### config.mk
export PLATFORM = sky130hd
export DESIGN_NAME = rf_writeback_arbiter
export DESIGN_NICKNAME = d
export VERILOG_FILES = /design/src/rtl/rf_writeback_arbiter.sv
export SDC_FILE = /design/constraint.sdc
export NUM_CORES = 1
export LEC_CHECK = 0
export BUFFER_PORTS_ARGS = -buffer_cell sky130_fd_sc_hd__buf_2
export CAP_MARGIN = 20
export CORE_UTILIZATION = 45
export DETAILED_ROUTE_END_ITERATION = 8
export PLACE_DENSITY = 0.73
export SLEW_MARGIN = 10
export SYNTH_ARGS = -nofsm -noshare
export SYNTH_HDL_FRONTEND = slang
export SYNTH_SLANG_ARGS = --single-unit
### constraint.sdc
create_clock -name clk -period 2.3 [get_ports clk]
set_clock_uncertainty 0.15 [all_clocks]
set_input_delay 0.23 -clock clk [delete_from_list [all_inputs] [get_ports clk]]
set_output_delay 0.23 -clock clk [all_outputs]
set_load 0.01 [all_outputs]
### src/rtl/rf_writeback_arbiter.sv
// Register-file writeback arbiter: pipeline port A over a 2-deep buffered port B, with starvation hold.
// Optional pending-destination scoreboard is compiled in with ZEPTRON_WB_SCOREBOARD_EN.
module rf_writeback_arbiter #(
  parameter int STARVE_LIMIT = 4
) (
  input  logic        clk,
  input  logic        reset,
  input  logic        a_valid,
  input  logic [4:0]  a_rd,
  input  logic [31:0] a_data,
  input  logic        b_valid,
  output logic        b_ready,
  input  logic [4:0]  b_rd,
  input  logic [31:0] b_data,
  input  logic        iss_valid,
  input  logic [4:0]  iss_rd,
  output logic        we3,
  output logic [4:0]  wa3,
  output logic [31:0] wd3,
  output logic        hold,
  output logic [31:0] busy,
  output logic        err
);

  localparam int CW = (STARVE_LIMIT < 1) ? 1 : $clog2(STARVE_LIMIT + 1);

  logic [4:0]    rdMem_q   [2];
  logic [31:0]   dataMem_q [2];
  logic          wrPtr_q, rdPtr_q;
  logic [1:0]    fifoCnt_q, fifoCnt_d;
  logic [CW-1:0] starve_q, starve_d;
  logic          hold_q, hold_d;
  logic          err_q, err_d;
  logic          we3_q, we3_d;
  logic [4:0]    wa3_q, wa3_d;
  logic [31:0]   wd3_q, wd3_d;

  logic          fifoEmpty, fifoFull, aReq, grantA, grantB, push, issErr;
  logic [4:0]    headRd;
  logic [31:0]   headData;

  // Grant selection: A wins unless hold is up or it targets r0; otherwise drain the FIFO head.
  always_comb begin
    fifoEmpty = (fifoCnt_q == 2'd0);
    fifoFull  = (fifoCnt_q == 2'd2);
    headRd    = rdMem_q[rdPtr_q];
    headData  = dataMem_q[rdPtr_q];
    aReq      = a_valid && (a_rd != 5'd0);
    grantA    = !hold_q && aReq;
    grantB    = !grantA && !fifoEmpty;
    push      = b_valid && !fifoFull;
  end

  assign b_ready = !fifoFull;

  always_comb begin
    fifoCnt_d = fifoCnt_q;
    if (push && !grantB) begin
      fifoCnt_d = fifoCnt_q + 2'd1;
    end else if (!push && grantB) begin
      fifoCnt_d = fifoCnt_q - 2'd1;
    end
  end

  // Starvation: only A wins over a waiting B entry advance the count; hold fires once at the limit.
  always_comb begin
    starve_d = '0;
    if (grantA && !fifoEmpty) begin
      starve_d = starve_q + CW'(1);
    end
    hold_d = (starve_d == CW'(STARVE_LIMIT));
  end

  always_comb begin
    we3_d = 1'b0;
    wa3_d = wa3_q;
    wd3_d = wd3_q;
    if (grantA) begin
      we3_d = 1'b1;
      wa3_d = a_rd;
      wd3_d = a_data;
    end else if (grantB) begin
      we3_d = (headRd != 5'd0);
      wa3_d = headRd;
      wd3_d = headData;
    end
    err_d = err_q || (hold_q && aReq) || issErr;
  end

`ifdef ZEPTRON_WB_SCOREBOARD_EN
  logic [31:0] busy_q, busy_d;
  logic        issSet;

  // A new issue to a register wins over a same-cycle completion clearing it.
  always_comb begin
    issSet = iss_valid && (iss_rd != 5'd0);
    issErr = issSet && busy_q[iss_rd];
    busy_d = busy_q;
    if (grantB) begin
      busy_d[headRd] = 1'b0;
    end
    if (issSet) begin
      busy_d[iss_rd] = 1'b1;
    end
    busy_d[0] = 1'b0;
  end

  always_ff @(posedge clk or negedge reset) begin
    if (!reset) begin
      busy_q <= '0;
    end else begin
      busy_q <= busy_d;
    end
  end

  assign busy = busy_q;
`else
  logic unusedIss;
  assign unusedIss = ^{iss_valid, iss_rd};
  assign issErr    = 1'b0;
  assign busy      = '0;
`endif

  always_ff @(posedge clk or negedge reset) begin
    if (!reset) begin
      for (int i = 0; i < 2; i++) begin
        rdMem_q[i]   <= '0;
        dataMem_q[i] <= '0;
      end
      wrPtr_q   <= 1'b0;
      rdPtr_q   <= 1'b0;
      fifoCnt_q <= '0;
    end else begin
      if (push) begin
        rdMem_q[wrPtr_q]   <= b_rd;
        dataMem_q[wrPtr_q] <= b_data;
        wrPtr_q            <= !wrPtr_q;
      end
      if (grantB) begin
        rdPtr_q <= !rdPtr_q;
      end
      fifoCnt_q <= fifoCnt_d;
    end
  end

  always_ff @(posedge clk or negedge reset) begin
    if (!reset) begin
      starve_q <= '0;
      hold_q   <= 1'b0;
      err_q    <= 1'b0;
      we3_q    <= 1'b0;
      wa3_q    <= '0;
      wd3_q    <= '0;
    end else begin
      starve_q <= starve_d;
      hold_q   <= hold_d;
      err_q    <= err_d;
      we3_q    <= we3_d;
      wa3_q    <= wa3_d;
      wd3_q    <= wd3_d;
    end
  end

  assign we3  = we3_q;
  assign wa3  = wa3_q;
  assign wd3  = wd3_q;
  assign hold = hold_q;
  assign err  = err_q;

endmodule

; Word-level counts from Yosys, hierarchy flattened
; Cells that the tools add are included.
[word_totals]
register_bits = 121
latchBits = 0
mem_bits_rw = 0
romBits = 0
in_bits = 84
out_inout_bits = 73
elab_cells = 67
n_memories = 0
[classes]
n_addsub = 3
mul = 0
n_div = 0
magnitude_cmp = 3
n_eq_ne = 2
shift = 0
muxes = 21
bitwise_logic = 2
n_reduce_logical = 23
[op_table]
columns = operator, n
row1 = $mux 32, 6
row2 = $bwmux 64, 1
row3 = $demux 32 s1, 1
row4 = $mux 5, 6
row5 = $bwmux 10, 1
row6 = $reduce_bool 5->1, 2
row7 = $logic_and 1x1->1, 9
row8 = $logic_not 1->1, 8
row9 = $demux 5 s1, 1
row10 = $ge 2x2->1 const B, 2
row11 = $mux 2, 2
row12 = $not 1->2, 2
row13 = $reduce_bool 2->1, 2
row14 = $add 3x1->3 const B, 1
row15 = $eq 3x3->1 const B, 1
row16 = $mux 3, 1
row17 = $add 2x1->2 const B, 1
row18 = $eq 2x2->1 const B, 1
row19 = $logic_not 2->1, 1
row20 = $lt 2x1->1 const B, 1
row21 = $mux 1, 2
row22 = $sub 2x1->2 const B, 1
row23 = $logic_or 1x1->1, 1

; Logic depth before layout (Yosys ltp)
[depth]
depth_word = 8
mapped_depth = 7
mapped_depth_nobuf = 7

; Worst setup path after synthesis
; No wires, ideal clock.
[synth_timing]
path_kind = register to register
startpoint = register fifoCnt_q[1]
endpoint = register fifoCnt_q[1]
arrival_time_ns = 1.536
setup_slack_ns = 0.534
stages_incl_launch_ff = 7
n_path_buf = 1
period_less_slack_ns = 1.766
cell_sequence = dfrtp_1 -> nor2_1 -> buf_2 -> or2_2 -> ha_1 -> nor2_1 -> xor2_1
[synth_between]
elab_chain_cells = 6
elab_cells_between_ends = 15
[synth_lines]
columns = element, line_no
row1 = from (decl), 30  ; logic [1:0] fifoCnt_q, fifoCnt_d;
row2 = from (signal assigned), 142  ; fifoCnt_q <= fifoCnt_d;
row3 = $eq 2x2->1 or $logic_not 2->1 (tied branches), "45, 44"
row4 = "$logic_not 1->1, on equally long branches", "51, 50"
row5 = "$logic_and 1x1->1, on equally long branches", "51, 50"
row6 = "$logic_not 1->1, on equally long branches", "60, 58"
row7 = "$logic_and 1x1->1, on equally long branches", "60, 58"
row8 = $reduce_bool 2->1 (no line) or $mux 2 (tied branches), --
; Several ways; a longest one is shown, not always the timed one. The select of a mux whose other input is x is not followed.
; A chain may end at the register's enable or synchronous reset.

; Worst setup path in the final report
[layout_timing]
startpoint = input port a_rd[2]
endpoint = register hold_q (netlist: hold)
[layout_between]
elab_chain_cells = 6
[layout_lines]
columns = element, line_no
row1 = from (decl), 9  ; input logic [4:0] a_rd,
row2 = $reduce_bool 5->1, 48  ; aReq = a_valid && (a_rd != 5'd0);
row3 = $logic_and 1x1->1, 48
row4 = $logic_and 1x1->1, 49  ; grantA = !hold_q && aReq;
row5 = $logic_and 1x1->1, 68  ; if (grantA && !fifoEmpty) begin
row6 = $mux 3, 68
row7 = $eq 3x3->1, 71  ; hold_d = (starve_d == CW'(STARVE_LIMIT));
row8 = via hold_d, 32  ; logic hold_q, hold_d;
row9 = to (signal assigned), 156  ; hold_q <= hold_d;
row10 = to (decl), 32
; The timed path passes the listed nets, and every way through them passes these cells.

==> flow_summary.toml <==
[pwr]
design_power_total_mw = 10.4
power_switching_mw = 3.34
clock_share_of_power_pct = 26.5
switching_share_pct = 32.1
power.static_leakage_nw = 3.78
share_seq_of_total_power_pct = 37.0
power.combinational.fraction_pct = 36.4
cell_internal_pwr_mw = 7.06
vdd_drop_max_uv = 746
power_density_nw_per_um2 = 1340

[clock_network]
clkTransAtPathRegs_ns = 0.05
clock_insertion_delay_worst_skew_ns = 0.41
cts.path.max_buffers = 2
tritoncts_clock_tree = "built"
inserted_clock_buffers = 17
cts_post_setup_buffers_inserted = 0
cts_root_buffer = "sky130_fd_sc_hd__clkbuf_16"
htree_levels = 4
clock_sinks = 121

[setup_path]
worst_r2r_path_depth = 5
critical_path.max_fanout = 77
ff2ff_setup_slack_ns = 0.30
critical_path.reg2reg.endpoint = "hold"
cp_data_required_time_ns = 2.43
cp-end-kind = "flop"
worstSetupStartpointType = "input port"
launch_point_of_the_worst_reg_to_reg_path = "hold"
path_class = "input port to flop"
timing.critical_path.arrival_ns = 2.23

[floorplan]
die_ar_um2 = 13100
core_area_um2 = 12200
placement_rows = 40
initial_utilization_pct = 46.7
io_pins = 157
fp.dieH_um = 114
die-width_um = 114

[timing]
setup_repair_after_global_routing_missed_its_margin = "false"
timing.final.max_slew_violations = 0
final_min_period_over_clock_period_pct = 91.5
tightestPinTransition_ns = 0.671
max_clock_freq_ghz = 0.475
final-hold-violation-count = 0
final_period_minus_worst_setup_slack_ns = 2.11
finalSetupViolCount = 0
fin_tns_setup_ns = 0
hold_slack_ns = 0.229
maxSlewHeadroom_pct = 55.3

[drt]
drc = 0
route.antenna.remaining_nets = 0
vias_post_dr = 4085
totalWireLength_um = 12500
drt_pre_antenna_iters = 4
route.detailed.wl_per_inst_um = 14.6
detail_route.iter0.violations = 199
post_drt_via_cell_ratio = 4.77

[synthesis]
ys_top_cells_by_area = "sky130_fd_sc_hd__dfrtp_1 (53%), sky130_fd_sc_hd__mux2_4 (7.9%), sky130_fd_sc_hd__mux2_2 (6.7%)"
synth_seq_cells = 121
synth_area_in_simple_gates_pct = 7.62
multiplexer_area_fraction_after_synthesis_pct = 23.2
post_synth_fa_ha_maj_area_fraction_pct = 0.441
ys_seq_area_share_pct = 53.3
synth.avg_cell_area_um2 = 12.0
synth_compound_gate_area_share_pct = 7.07
synth_cells = 474
dominant_combinational_cell_family_by_area_after_synthesis = "multiplexers"
synth_top_cell_area_share_pct = 53.3
syn-cell-area_um2 = 5680
ys.warnings.count = 0
synth_xor_xnor_area_share_pct = 0.925
distinct_cell_type_count_of_the_synthesized_netlist = 34
synthDominantAreaCellType = "sky130_fd_sc_hd__dfrtp_1"

[global_routing]
antenna_found_initial = 0
grt_start_max_net_pins = 78
global_route.usage.total_pct = 20.9
grt_pass1_vias = 4382
grt-ovfl-total = 0
grt_pass1_wl_um = 20800

[final_layout]
most-common-layout-cells = "sky130_fd_sc_hd__dfrtp_1 (120), sky130_fd_sc_hd__buf_2 (117), sky130_fd_sc_hd__dlygate4sd3_1 (77)"
layout-drive-gt1-share_pct = 34.4
regArea_um2 = 3030
nFillCells = 931
fin_nets = 761
instances_no_fill = 856
layout_commonest_cell = "sky130_fd_sc_hd__dfrtp_1"
area_growth_syn_to_layout_pct = 36.4
insertedDiodeCount = 0
multi_input_comb_area_um2 = 2370

[placement]
port_buffers = 118
place.detailed.hpwl_um = 7460
numPlacedInstances = 747
gp_routability_congestion = 0.724

[outcome]
outcome = "completed"

[worst_hold_path]
holdCritPathClass = "input port to asynchronous set/reset pin"

[run]
drv.max_cap_violation_count = 0
==> sequential cells by signal, indices dropped and copies added, names as in the netlist <==
| register | count |
|---|---|
| fifoCnt_q | 2 |
| rdMem_q | 10 |
| rdPtr_q | 1 |
| starve_q | 3 |
| we3 | 1 |
| wd3 | 32 |
| dataMem_q | 64 |
| err | 1 |
| wa3 | 5 |
| hold | 1 |
| wrPtr_q | 1 |
==> worst max path at each step <==
stage / from / to / depth (start not counted)
4_1_cts: a_rd[3] / hold / 8
2_1_floorplan: fifoCnt_q[1] / fifoCnt_q[1] / 6
3_5_place_dp: hold / hold / 5
3_3_place_gp: a_rd[2] / fifoCnt_q[1] / 9
5_1_grt: a_rd[2] / fifoCnt_q[1] / 10
6_report: a_rd[2] / hold / 8
==> kinds of logic (layout without fill, tap and decap cells) <==
group,Yosys count,count (layout)
buffers and inverters,60,243
DFF,121,121
and+or+nand+nor,95,95
xor gates and xnor gates,6,6
muxes,111,111
AOI/OAI and AO/OA,78,78
other,1,32
adders and majority gates,2,2
==> power by group through the flow <==
| stage | clock network (mW) | registers, mW | logic, mW |
|---|---|---|---|
| after detailed placement | 0 | 3.87 | 3.69 |
| after CTS | 2.81 | 3.86 | 3.82 |
| final | 2.76 | 3.85 | 3.79 |
| after global placement | 0 | 3.80 | 3.59 |
| after floorplan | 0 | 3.78 | 2.80 |
| after global routing | 2.90 | 4.00 | 4.22 |
==> metal layers <==
metal	up-vias	routed length [um]	GRT usage (%)
li1	1964	-	-
met1	1976	5450	24.4
met2	122	6310	36.2
met3	23	496	5.45
met4	0	265	9.18
met5	-	0	0
==> what timing repair did <==
action | in CTS | in global routing
setup endpoints to repair | 0 | 2
endpoints found under the hold margin | 155 | 0
hold buffers | 77 | 0
gates resized for setup | 0 | 2
==> layout make-up <==
class	instances	area share [%]
Sequential cell	121	39.1
Multi-Input combinational cell	324	30.6
Timing Repair Buffer	210	19.6
Clock buffer	25	6.52
Tap cell	168	2.71
Clock inverter	7	1.45
Inverter	1	0.0484
==> synthesized netlist by cell type (all sizes together) <==
library cell  instances
nor4b                 2
nand3                 1
inv                   1
and3                  1
ha                    2
o22ai                 1
nor3b                 1
nor3                  2
nor2                 43
nand2b                2
a21o                  1
dfrtp               121
mux2i                37
nand2                40
conb                  1
clkbuf                7
a31o                  1
a21oi                38
buf                  52
o21ai                37
mux2                 74
or2                   2
xor2                  2
nor4                  1
xnor2                 4
==> critical path, cell delays in order <==
cell and delay (ns):
sky130_fd_sc_hd__dlygate4sd3_1 0.53, sky130_fd_sc_hd__buf_2 0.13, sky130_fd_sc_hd__nor3_2 0.05, sky130_fd_sc_hd__buf_4 0.14, sky130_fd_sc_hd__a21oi_4 0.15, sky130_fd_sc_hd__buf_6 0.41, sky130_fd_sc_hd__nand2_1 0.18, sky130_fd_sc_hd__nor4b_1 0.40
==> metrics by stage <==
step	area (um2)	setup slack (ns)	util [%]
final	7750	0.195	63.7
after detailed placement	6350	0.197	52.2
after global routing	7750	0.0469	63.7
after floorplan	5800	0.534	-
after global placement	6350	0.299	52.2
after CTS	7740	0.0442	63.6
(Power assumes the default switching activity.)
